--- src/rtl/down_timer_pkg.sv ---
// Shared constants for the down-counting timer: FSM state encoding and mode select values.
package down_timer_pkg;

    typedef enum logic [1:0] {
        IDLE = 2'b00,
        RUN  = 2'b01,
        DONE = 2'b10
    } state_t;

    localparam logic MODE_ONESHOT  = 1'b0;
    localparam logic MODE_PERIODIC = 1'b1;

endpackage

--- src/rtl/down_timer_if.sv ---
// Control/status bundle between the register block (master) and the down timer (slave).
interface down_timer_if #(parameter int W = 32);

    logic [W-1:0] load_val;
    logic         start;
    logic         stop;
    logic         mode;
    logic         pause;
    logic [W-1:0] count;
    logic         busy;
    logic         tc;
    logic         done;

    modport slave (
        input  load_val, start, stop, mode, pause,
        output count, busy, tc, done
    );

    modport master (
        output load_val, start, stop, mode, pause,
        input  count, busy, tc, done
    );

endinterface

--- src/rtl/down_timer.sv ---
// Programmable down timer: one-shot or periodic auto-reload, one-cycle registered terminal-count pulse.
module down_timer
    import down_timer_pkg::*;
#(
    parameter int W = 32
) (
    input  logic       clk,
    input  logic       rst,
    down_timer_if.slave bus
);

    state_t         r_state;
    state_t         w_next;
    logic [W-1:0]   r_count;
    logic [W-1:0]   r_reload;
    logic           r_mode;
    logic           r_tc;
    logic           w_busy;
    logic           w_done;
    logic           w_start_ok;
    logic           w_advance;
    logic           w_last;

    // A start carrying a zero load is treated as if start were absent.
    assign w_start_ok = bus.start && (bus.load_val != '0);
    assign w_advance  = (r_state == RUN) && !bus.pause;
    assign w_last     = (r_count == W'(1));

    always_ff @(posedge clk or posedge rst) begin
        if (rst) begin
            r_state <= IDLE;
        end else begin
            r_state <= w_next;
        end
    end

    always_comb begin
        w_next = r_state;
        if (bus.stop) begin
            w_next = IDLE;
        end else if (w_start_ok) begin
            w_next = RUN;
        end else if (w_advance && w_last && (r_mode == MODE_ONESHOT)) begin
            w_next = DONE;
        end
    end

    always_comb begin
        w_busy = 1'b0;
        w_done = 1'b0;
        case (r_state)
            RUN:     w_busy = 1'b1;
            DONE:    w_done = 1'b1;
            default: ;
        endcase
    end

    always_ff @(posedge clk or posedge rst) begin
        if (rst) begin
            r_count  <= '0;
            r_reload <= '0;
            r_mode   <= MODE_ONESHOT;
            r_tc     <= 1'b0;
        end else begin
            r_tc <= 1'b0;
            if (bus.stop) begin
                r_count <= '0;
            end else if (w_start_ok) begin
                r_count  <= bus.load_val;
                r_reload <= bus.load_val;
                r_mode   <= bus.mode;
            end else if (w_advance) begin
                if (w_last) begin
                    r_tc    <= 1'b1;
                    r_count <= (r_mode == MODE_PERIODIC) ? r_reload : '0;
                end else begin
                    r_count <= r_count - W'(1);
                end
            end
        end
    end

    assign bus.count = r_count;
    assign bus.busy  = w_busy;
    assign bus.tc    = r_tc;
    assign bus.done  = w_done;

endmodule

--- src/flat_wrapper.sv ---
// flat-port wrapper written by rule: the top's interface ports become plain ports
module down_timer_flat import down_timer_pkg::*;
#(
    parameter int W = 32
)
  (clk, rst, bus_load_val, bus_start, bus_stop, bus_mode, bus_pause, bus_count, bus_busy, bus_tc, bus_done);
  down_timer_if #(.W(W)) bus_i ();
  input  logic clk;
  input  logic rst;
  input wire logic [$bits(bus_i.load_val)-1:0] bus_load_val;
  input wire logic [$bits(bus_i.start)-1:0] bus_start;
  input wire logic [$bits(bus_i.stop)-1:0] bus_stop;
  input wire logic [$bits(bus_i.mode)-1:0] bus_mode;
  input wire logic [$bits(bus_i.pause)-1:0] bus_pause;
  output wire logic [$bits(bus_i.count)-1:0] bus_count;
  output wire logic [$bits(bus_i.busy)-1:0] bus_busy;
  output wire logic [$bits(bus_i.tc)-1:0] bus_tc;
  output wire logic [$bits(bus_i.done)-1:0] bus_done;
  assign bus_i.load_val = bus_load_val;
  assign bus_i.start = bus_start;
  assign bus_i.stop = bus_stop;
  assign bus_i.mode = bus_mode;
  assign bus_i.pause = bus_pause;
  assign bus_count = bus_i.count;
  assign bus_busy = bus_i.busy;
  assign bus_tc = bus_i.tc;
  assign bus_done = bus_i.done;
  down_timer #(.W(W)) u_core (.clk(clk), .rst(rst), .bus(bus_i));
endmodule
--- config.mk ---
export PLATFORM = sky130hd
export DESIGN_NAME = down_timer_flat
export DESIGN_NICKNAME = d
export VERILOG_FILES = /design/src/rtl/down_timer_pkg.sv /design/src/rtl/down_timer_if.sv /design/src/rtl/down_timer.sv /design/src/flat_wrapper.sv
export SDC_FILE = /design/constraint.sdc
export NUM_CORES = 1
export LEC_CHECK = 0
export ABC_AREA = 1
export CORE_MARGIN = 4
export CORE_UTILIZATION = 55
export CTS_BUF_LIST = sky130_fd_sc_hd__clkbuf_16
export CTS_CLUSTER_SIZE = 24
export DETAILED_ROUTE_END_ITERATION = 8
export DONT_BUFFER_PORTS = 1
export PLACE_DENSITY_LB_ADDON = 0.12
export REMOVE_ABC_BUFFERS = 1
export SKIP_CTS_REPAIR_TIMING = 1
export SYNTH_ARGS = -nofsm -noshare
export SYNTH_HDL_FRONTEND = slang
export SYNTH_SLANG_ARGS = --single-unit
export TNS_END_PERCENT = 1
--- constraint.sdc ---
create_clock -name clk -period 2.5 [get_ports clk]
set_input_delay 0.125 -clock clk [delete_from_list [all_inputs] [get_ports clk]]
set_output_delay 0.125 -clock clk [all_outputs]
set_load 0.005 [all_outputs]
Yosys cells after proc, flatten, opt, wreduce, memory -nomap -nowiden
Index checks and enable logic that the tools add are counted.
{"block": "word_totals", "ff_bits": 68, "inputBits": 38}
{"block": "op_classes", "n_addsub": 1, "eq_ne": 3, "muxes": 14, "bitwise_logic": 2, "reduce_logical": 9}
{"operator": "$mux W32", "count": 5}
{"operator": "$eq A32 B1 Y1 const B", "count": 1}
{"operator": "$reduce_bool A32 Y1", "count": 1}
{"operator": "$sub A32 B1 Y32 const B", "count": 1}
{"operator": "$mux W1", "count": 6}
{"operator": "$mux W2", "count": 3}
{"operator": "$reduce_bool A3 Y1", "count": 2}
{"operator": "$logic_and A1 B1 Y1", "count": 4}
{"operator": "$eq A2 B1 Y1 const B", "count": 1}
{"operator": "$eq A2 B2 Y1 const B", "count": 1}
{"operator": "$not A1 Y1", "count": 2}
{"operator": "$reduce_and A2 Y1", "count": 1}
{"operator": "$logic_not A1 Y1", "count": 1}

Longest topological paths before layout
Gate-level depths: netlist (run 1).
{"block": "logic_depth", "ltp_word": 7, "mapped_depth": 13, "depth_no_buf": 12}

Least setup slack after synthesis (run 1)
OpenSTA, ideal clock, no wires.
{"block": "synth_path", "path_type": "reg-to-reg", "start": "register u_core.r_count[0] (netlist: u_core.bus.count[0])", "end": "register u_core.r_count[30] (netlist: u_core.bus.count[30])", "setup_time_ns": 0.120, "arrival_time_ns": 1.449, "path_slack_ns": 0.930, "stages_incl_launch_ff": 12, "period_less_slack_ns": 1.570, "cell_sequence": "dfrtp_1 -> inv_1 -> ha_1 -> inv_1 -> nor2_2 -> nand2_1 -> nor2_1 -> nand2_1 -> nand2_1 -> nand2_1 -> nand2_1 -> a21oi_1"}
{"block": "synth_via", "elab_chain_len": 5, "word_cells_on_any_way": 6, "cone_classes": "add/sub (1); eq/ne (1); mux (4)"}
{"item": "start, declared", "line": "down_timer.sv:14", "rtl": "logic [W-1:0] r_count;"}
{"item": "start signal, assigned", "line": "down_timer.sv:69", "rtl": "r_count <= bus.load_val;"}
{"item": "start signal, assigned", "line": "down_timer.sv:75", "rtl": "r_count <= (r_mode == MODE_PERIODIC) ? r_reload : '0;"}
{"item": "start signal, assigned", "line": "down_timer.sv:77", "rtl": "r_count <= r_count - W'(1);"}
{"item": "$sub A32 B1 Y32 / $eq A32 B1 Y1 (equally long branches)", "line": "down_timer.sv:77, down_timer.sv:27"}
{"item": "$mux W32 (*)", "line": "down_timer.sv:73", "rtl": "if (w_last) begin"}
{"item": "$mux W32 (*)", "line": "down_timer.sv:72", "rtl": "end else if (w_advance) begin"}
{"item": "$mux W32 (*)", "line": "down_timer.sv:68", "rtl": "end else if (w_start_ok) begin"}
{"item": "$mux W32 (*)", "line": "down_timer.sv:66", "rtl": "if (bus.stop) begin"}
Mark *: on every way between the ends. The rest lies on a longest branch, timed or not. The select of a mux whose other input is x is not followed.
A chain may end at the register's enable or synchronous reset.

Worst setup path in the final report (run 1)
{"block": "layout_path", "start": "register u_core.r_state[0]", "end": "register u_core.r_count[16] (netlist: u_core.bus.count[16])"}
{"block": "layout_via", "elab_chain_len": 3}
{"item": "start, declared", "line": "down_timer.sv:12", "rtl": "state_t r_state;"}
{"item": "start signal, assigned", "line": "down_timer.sv:33", "rtl": "r_state <= w_next;"}
{"item": "$eq A2 B1 Y1", "line": "down_timer.sv:26", "rtl": "assign w_advance = (r_state == RUN) && !bus.pause;"}
{"item": "$logic_and A1 B1 Y1", "line": "down_timer.sv:26"}
{"item": "$reduce_bool A3 Y1 (no line)"}
Every way passes these cells.

==> results.toml, run 1 <==
[synthesis]
seq_area_frac_synth = 0.3532
synthTopCellsByArea = "dfrtp_1 35%, nand2_1 23%, nor2_1 9.7%"
yosysTopAreaCell = "dfrtp_1"
synth_area_mm2 = 0.004818
netlist_instances = 783
synth_top_area_share = 0.3532
synth_cell_types = 27
syn_area_per_cell_um2 = 6.154
ys_warn_count = 0
synth_seq_cells = 68

[final_layout]
area_delta_synth_final_pct = 12.46
fin_nets = 838
nFillCells = 807
antennaDiodeCount = 0
drive_gt1_frac = 0.07721
final_cell_mix = "297 x nand2_1, 125 x nor2_1, 81 x inv_1, 68 x dfrtp_1, 58 x nand3_1"
multi_input_area_mm2 = 0.002604
instances_no_fill = 908
final_common_cell = "nand2_1"
register_area_mm2 = 0.001702

[run]
max_cap_violations = 0

[global_route]
grt_pass1_vias = 4703
grt_max_degree = 56
grt_usage = 0.3018
grt_pass1_wl_mm = 24.14
antenna_found_initial = 0
overflow = 0

[setup_path]
path_cells = "inv_1 > nor3_1 > inv_1 > nand2_1 > inv_1 > nand2_4 > clkinv_1 > nand2_1 > nand2_1"
worstSetupPathType = "register to register"
max_stage_delay_ps = 440
cp_slowest_cell = "clkinv_1"
cp_max_fo = 55
critPathArrivalTime_ps = 2350
r2r_cells = 9
start_kind = "register"
end_kind = "register"
worst_ep_required_time_ps = 2710

[timing]
relSlewSlack = 0.3756
clock.fmax_mhz = 467.1
worst_clock_skew_ps = 9.427
worst_pin_slew_ps = 935.6
fin_hold_ws_ps = -21.86
setup_viol = 0
hold_viol = 12
final_max_slew_viol_count = 0
min_period_ps = 2141
setup_tns_ps = 0
rsz0062_at_grt = "false"
fin_crit_sh = 0.8563

[power_and_ir_drop]
p_leak_nw = 2.873
combPwrFrac = 0.220
powerDensity_mw_per_mm2 = 653.8
seqPwrFrac = 0.394
internal-power_w = 0.002360
p_switching_w = 0.001184
ir_drop_uv = 344.5
sw_frac_of_total = 0.3340
clkPwrFrac = 0.386

[floorplanning]
die_area_mm2 = 0.01032
die_width_um = 101.6
rows = 33
pin_count = 73
die_y_um = 101.6
core_mm2 = 0.008382
initial_utilization = 0.5749

[placement]
placedCellCount = 869
port_buffers = 0
gp_congestion = 0.9400
dp_hpwl_mm = 10.84

[routing]
avgViaCountPerCell = 5.551
first_pass_iters = 4
ant_nets = 0
vias = 5040
dr.first_iter.drc_count = 379
wl_per_cell_um = 16.32
post-route-drc-count = 0
finalWirelength_mm = 14.82

[run_status]
status = "finished with violations"
violations = "hold timing"

[hold_path]
whs_path_depth = 2
hold_class = "input port to register"

[cts]
clockRootBuffer = "clkbuf_16"
cts_tree = "yes"
cts.sinks = 68
htreeDepth = 3
clockBufferDepth = 2
cts_buffers = 9
clk_pin_slew_ps = 60
clk_latency_ps = 330
==> area by class of cell <==
| cell class | count | area share |
|---|---|---|
| Clock buffer | 9 | 0.04156 |
| Clock inverter | 7 | 0.01709 |
| Inverter | 91 | 0.06303 |
| Multi-Input combinational cell | 596 | 0.4805 |
| Sequential cell | 68 | 0.3140 |
| Tap cell | 105 | 0.02424 |
| Timing Repair Buffer | 32 | 0.05957 |
==> power groups by stage <==
stage               logic, W  registers [W]  clock network, W
floorplan           0.000551        0.00136                 0
global placement    0.000730        0.00141                 0
detailed placement  0.000741        0.00141                 0
CTS                 0.000746        0.00139           0.00138
global route        0.000894        0.00142           0.00144
finish              0.000780        0.00140           0.00137
==> metrics by stage <==
stage / setup WS (ps) / util / total power (W) / instance area, µm² / hold WS, ps
final: 359.3 / 0.6465 / 0.003543 / 5419 / -21.86
after global routing: 197.0 / 0.6465 / 0.003745 / 5419 / 1.241
after CTS: 418.6 / 0.6190 / 0.003524 / 5189 / -168.0
after detailed placement: 402.8 / 0.5811 / 0.002153 / 4871 / 192.0
after global placement: 450.8 / 0.5811 / 0.002139 / 4871 / 180.7
after floorplan: 464.5 / - / 0.001916 / 4647 / 246.0
==> cell usage after synthesis <==
library cell,n
nand2_1,297
nor2_1,125
inv_1,81
dfrtp_1,68
nand3_1,58
nand4_1,34
nor2_2,19
o21ai_0,19
a21oi_1,15
clkbuf_1,9
inv_2,8
o21ai_1,8
buf_2,7
nand2_4,5
xor2_1,5
buf_4,4
buf_6,4
nand2_2,3
nor3_1,3
buf_1,2
clkinv_1,2
ha_1,2
a21oi_2,1
buf_8,1
clkbuf_2,1
nor2_4,1
xnor2_1,1
==> kinds of logic after synthesis <==
group | count (synthesis) | synth area share
AO/OA/AOI/OAI | 43 | 0.04544
XOR/XNOR | 6 | 0.01091
adder cells (fa/ha/maj) | 2 | 0.005193
buffers and inverters | 119 | 0.1065
flip-flops | 68 | 0.3532
AND/OR/NAND/NOR | 545 | 0.4788
==> final timing paths <==
check,start,to,slack (ps)
min,bus_load_val[23],u_core.r_reload[23],-20
min in group asynchronous,rst,u_core.bus.count[31],390
max,u_core.r_state[0],u_core.bus.count[16],360
max reg2reg,u_core.r_state[0],u_core.bus.count[16],360
min reg2reg,u_core.r_reload[18],u_core.r_reload[18],480
max in group asynchronous,rst,u_core.bus.count[7],1440
==> worst max-delay path, delay by kind of cell (launching register included) <==
family,cells,cell delay (ps)
buffers and inverters,4,660
DFF,1,380
and+or+nand+nor,5,920
==> layer usage <==
layer	vias up	GRT usage	share of wire
met5	-	0	0
met4	0	0.09509	0.018
met3	23	0.05510	0.086
met2	203	0.4683	0.46
met1	2353	0.4279	0.44
li1	2461	-	-
==> sequential cells by signal, summed over array words and instances, names as in the netlist <==
name and count:
u_core.bus.count 32, u_core.r_reload 32, u_core.r_mode 1, u_core.bus.tc 1, u_core.r_state 2
Power figures use the tool's default switching activity.
==> run 2: changes to the inputs <==
--- a/config.mk
+++ b/config.mk
@@ -7,7 +7,7 @@
 export LEC_CHECK = 0
 export ABC_AREA = 1
 export CORE_MARGIN = 4
-export CORE_UTILIZATION = 55
+export CORE_UTILIZATION = 35
 export CTS_BUF_LIST = sky130_fd_sc_hd__clkbuf_16
 export CTS_CLUSTER_SIZE = 24
 export DETAILED_ROUTE_END_ITERATION = 8
==> constraint.sdc (replaced) <==
create_clock -name clk -period 2 [get_ports clk]
set_input_delay 0.1 -clock clk [delete_from_list [all_inputs] [get_ports clk]]
set_output_delay 0.1 -clock clk [all_outputs]
set_load 0.005 [all_outputs]
==> run 2 against run 1 <==
The run still ends with hold timing left. Cell count grew 14%. Sequential share of layout area shrank 3.0 points. Register-to-register slack lost 210 ps. Largest power group unchanged. Cell area is 11% higher. Clock power hardly changed. Worst hold slack lost 1.3 ps. Critical path depth grew 2. Routed wire length rose by 13%. Critical endpoint is now u_core.r_reload[29]. Critical path type is now input port to register. Global-route usage decreased by 8.7 points. Via count is 0.63% higher. Die area grew 52%. Utilization is 20 points lower.
==> results.toml, run 2 (synthesis results as in run 1) <==
[run_status]
status = "finished with violations"
violations = "hold timing"

[floorplanning]
die_y_um = 125.3
core_mm2 = 0.01335
rows = 42
die_area_mm2 = 0.01571
initial_utilization = 0.3610
pin_count = 73
die_width_um = 125.3

[routing]
first_pass_iters = 5
post-route-drc-count = 0
finalWirelength_mm = 16.82
ant_nets = 0
avgViaCountPerCell = 4.905
wl_per_cell_um = 16.26
dr.first_iter.drc_count = 328
vias = 5072

[cts]
clockBufferDepth = 2
htreeDepth = 3
cts_buffers = 9
clk_pin_slew_ps = 50
cts_tree = "yes"
clk_latency_ps = 340
cts.sinks = 68
clockRootBuffer = "clkbuf_16"

[timing]
fin_hold_ws_ps = -23.20
fin_crit_sh = 0.9586
final_max_slew_viol_count = 0
setup_viol = 0
worst_clock_skew_ps = 7.171
relSlewSlack = 0.6607
worst_pin_slew_ps = 508.2
clock.fmax_mhz = 521.6
setup_tns_ps = 0
hold_viol = 2
rsz0062_at_grt = "true"
min_period_ps = 1917

[setup_path]
end_kind = "register"
cp_max_fo = 15
max_stage_delay_ps = 560
cp_common_cell = "nand2_1"
worstSetupPathType = "input port to register"
path_cells = "dlygate4sd3_1 > inv_2 > nand2_1 > nor2_1 > nand2_1 > nor2_2 > nand2_4 > buf_4 > nand4_1 > dlygate4sd3_1 > nand2_1"
rrSetupSlack_ps = 150
worst_ep_required_time_ps = 2230
worst_r2r_startpoint = "u_core.bus.count[20]"
critPathArrivalTime_ps = 2140
cp_slowest_cell = "dlygate4sd3_1"
start_kind = "input port"
r2r-end = "u_core.bus.count[4]"
r2r_cells = 11

[placement]
placedCellCount = 979
dp_hpwl_mm = 12.75
gp_congestion = 0.9279
port_buffers = 0

[hold_path]
whs_path_depth = 2
hp-start = "bus_load_val[15]"
hold_class = "input port to register"
hold_end = "u_core.r_reload[15]"

[final_layout]
fin_nets = 894
area_delta_synth_final_pct = 24.38
antennaDiodeCount = 0
final_common_cell = "nand2_1"
instances_no_fill = 1034
final_cell_mix = "295 x nand2_1, 122 x nor2_1, 82 x inv_1, 68 x dfrtp_1, 58 x nand3_1"
fin_util = 0.4490
drive_gt1_frac = 0.1235

[run]
max_cap_violations = 0

[global_route]
grt_pass1_vias = 4836
grt_max_degree = 37
antenna_found_initial = 0
grt_pass1_wl_mm = 26.63
overflow = 0
grt_usage = 0.2150

[power_and_ir_drop]
powerDensity_mw_per_mm2 = 720.8
ir_drop_uv = 377.6
p_leak_nw = 3.149
run 2: cell count changes in the layout (fill, tap and decap cells not counted), moves of 3 or more:
| cell | delta |
|---|---|
| buf_12 | +4 |
| buf_4 | +36 |
| dlygate4sd3_1 | +16 |
| nor2_1 | -3 |
| nor2_4 | +3 |
run 2: critical path: cells and delay by family:
kind	cells	cell delay [ps]
buffers and inverters	4	1400
and+or+nand+nor	7	630
run 2: metrics by stage:
stage / cell area (µm²) / power (W) / hold slack (ps) / setup slack (ps)
global route: 5993 / 0.004603 / 0.02814 / -21.40
detailed placement: 5303 / 0.002858 / 47.39 / 28.57
CTS: 5553 / 0.004274 / -318.6 / 15.94
floorplan: 4647 / 0.002394 / 221.0 / -35.47
finish: 5993 / 0.004320 / -23.20 / 82.77
global placement: 5303 / 0.002844 / 48.76 / 60.78
run 2: routing by layer:
layer | vias to the layer above | part of all wire | GRT usage
met4 | 0 | 0.021 | 0.06824
met2 | 131 | 0.46 | 0.3499
met3 | 23 | 0.052 | 0.04136
met5 | - | 0 | 0
met1 | 2343 | 0.46 | 0.2896
li1 | 2575 | - | -
run 2: worst max path at each step:
stage | start | to | cells past startpoint
finish | bus_load_val[0] | u_core.r_reload[29] | 11
global route | u_core.bus.count[12] | u_core.bus.count[13] | 11
CTS | u_core.bus.count[0] | u_core.bus.count[30] | 10
detailed placement | u_core.bus.count[0] | u_core.bus.count[30] | 10
global placement | u_core.bus.count[2] | u_core.bus.count[25] | 8
floorplan | u_core.bus.count[14] | u_core.bus.count[13] | 10
run 2: layout make-up:
| class | instances | area (µm²) |
|---|---|---|
| clock buffer | 9 | 225.2 |
| inverter | 91 | 342.8 |
| timing repair buffer | 88 | 833.3 |
| multi-input combinational | 596 | 2645 |
| fill | 1443 | 7355 |
| sequential | 68 | 1702 |
| clock inverter | 6 | 25.02 |
| tap | 176 | 220.2 |
run 2: power by group:
group / internal, W / switching, W / leakage, nW
logic: 0.000469 / 0.000797 / 2.16
clock network: 0.000809 / 0.000588 / 0.133
registers: 0.00154 / 0.000120 / 0.855
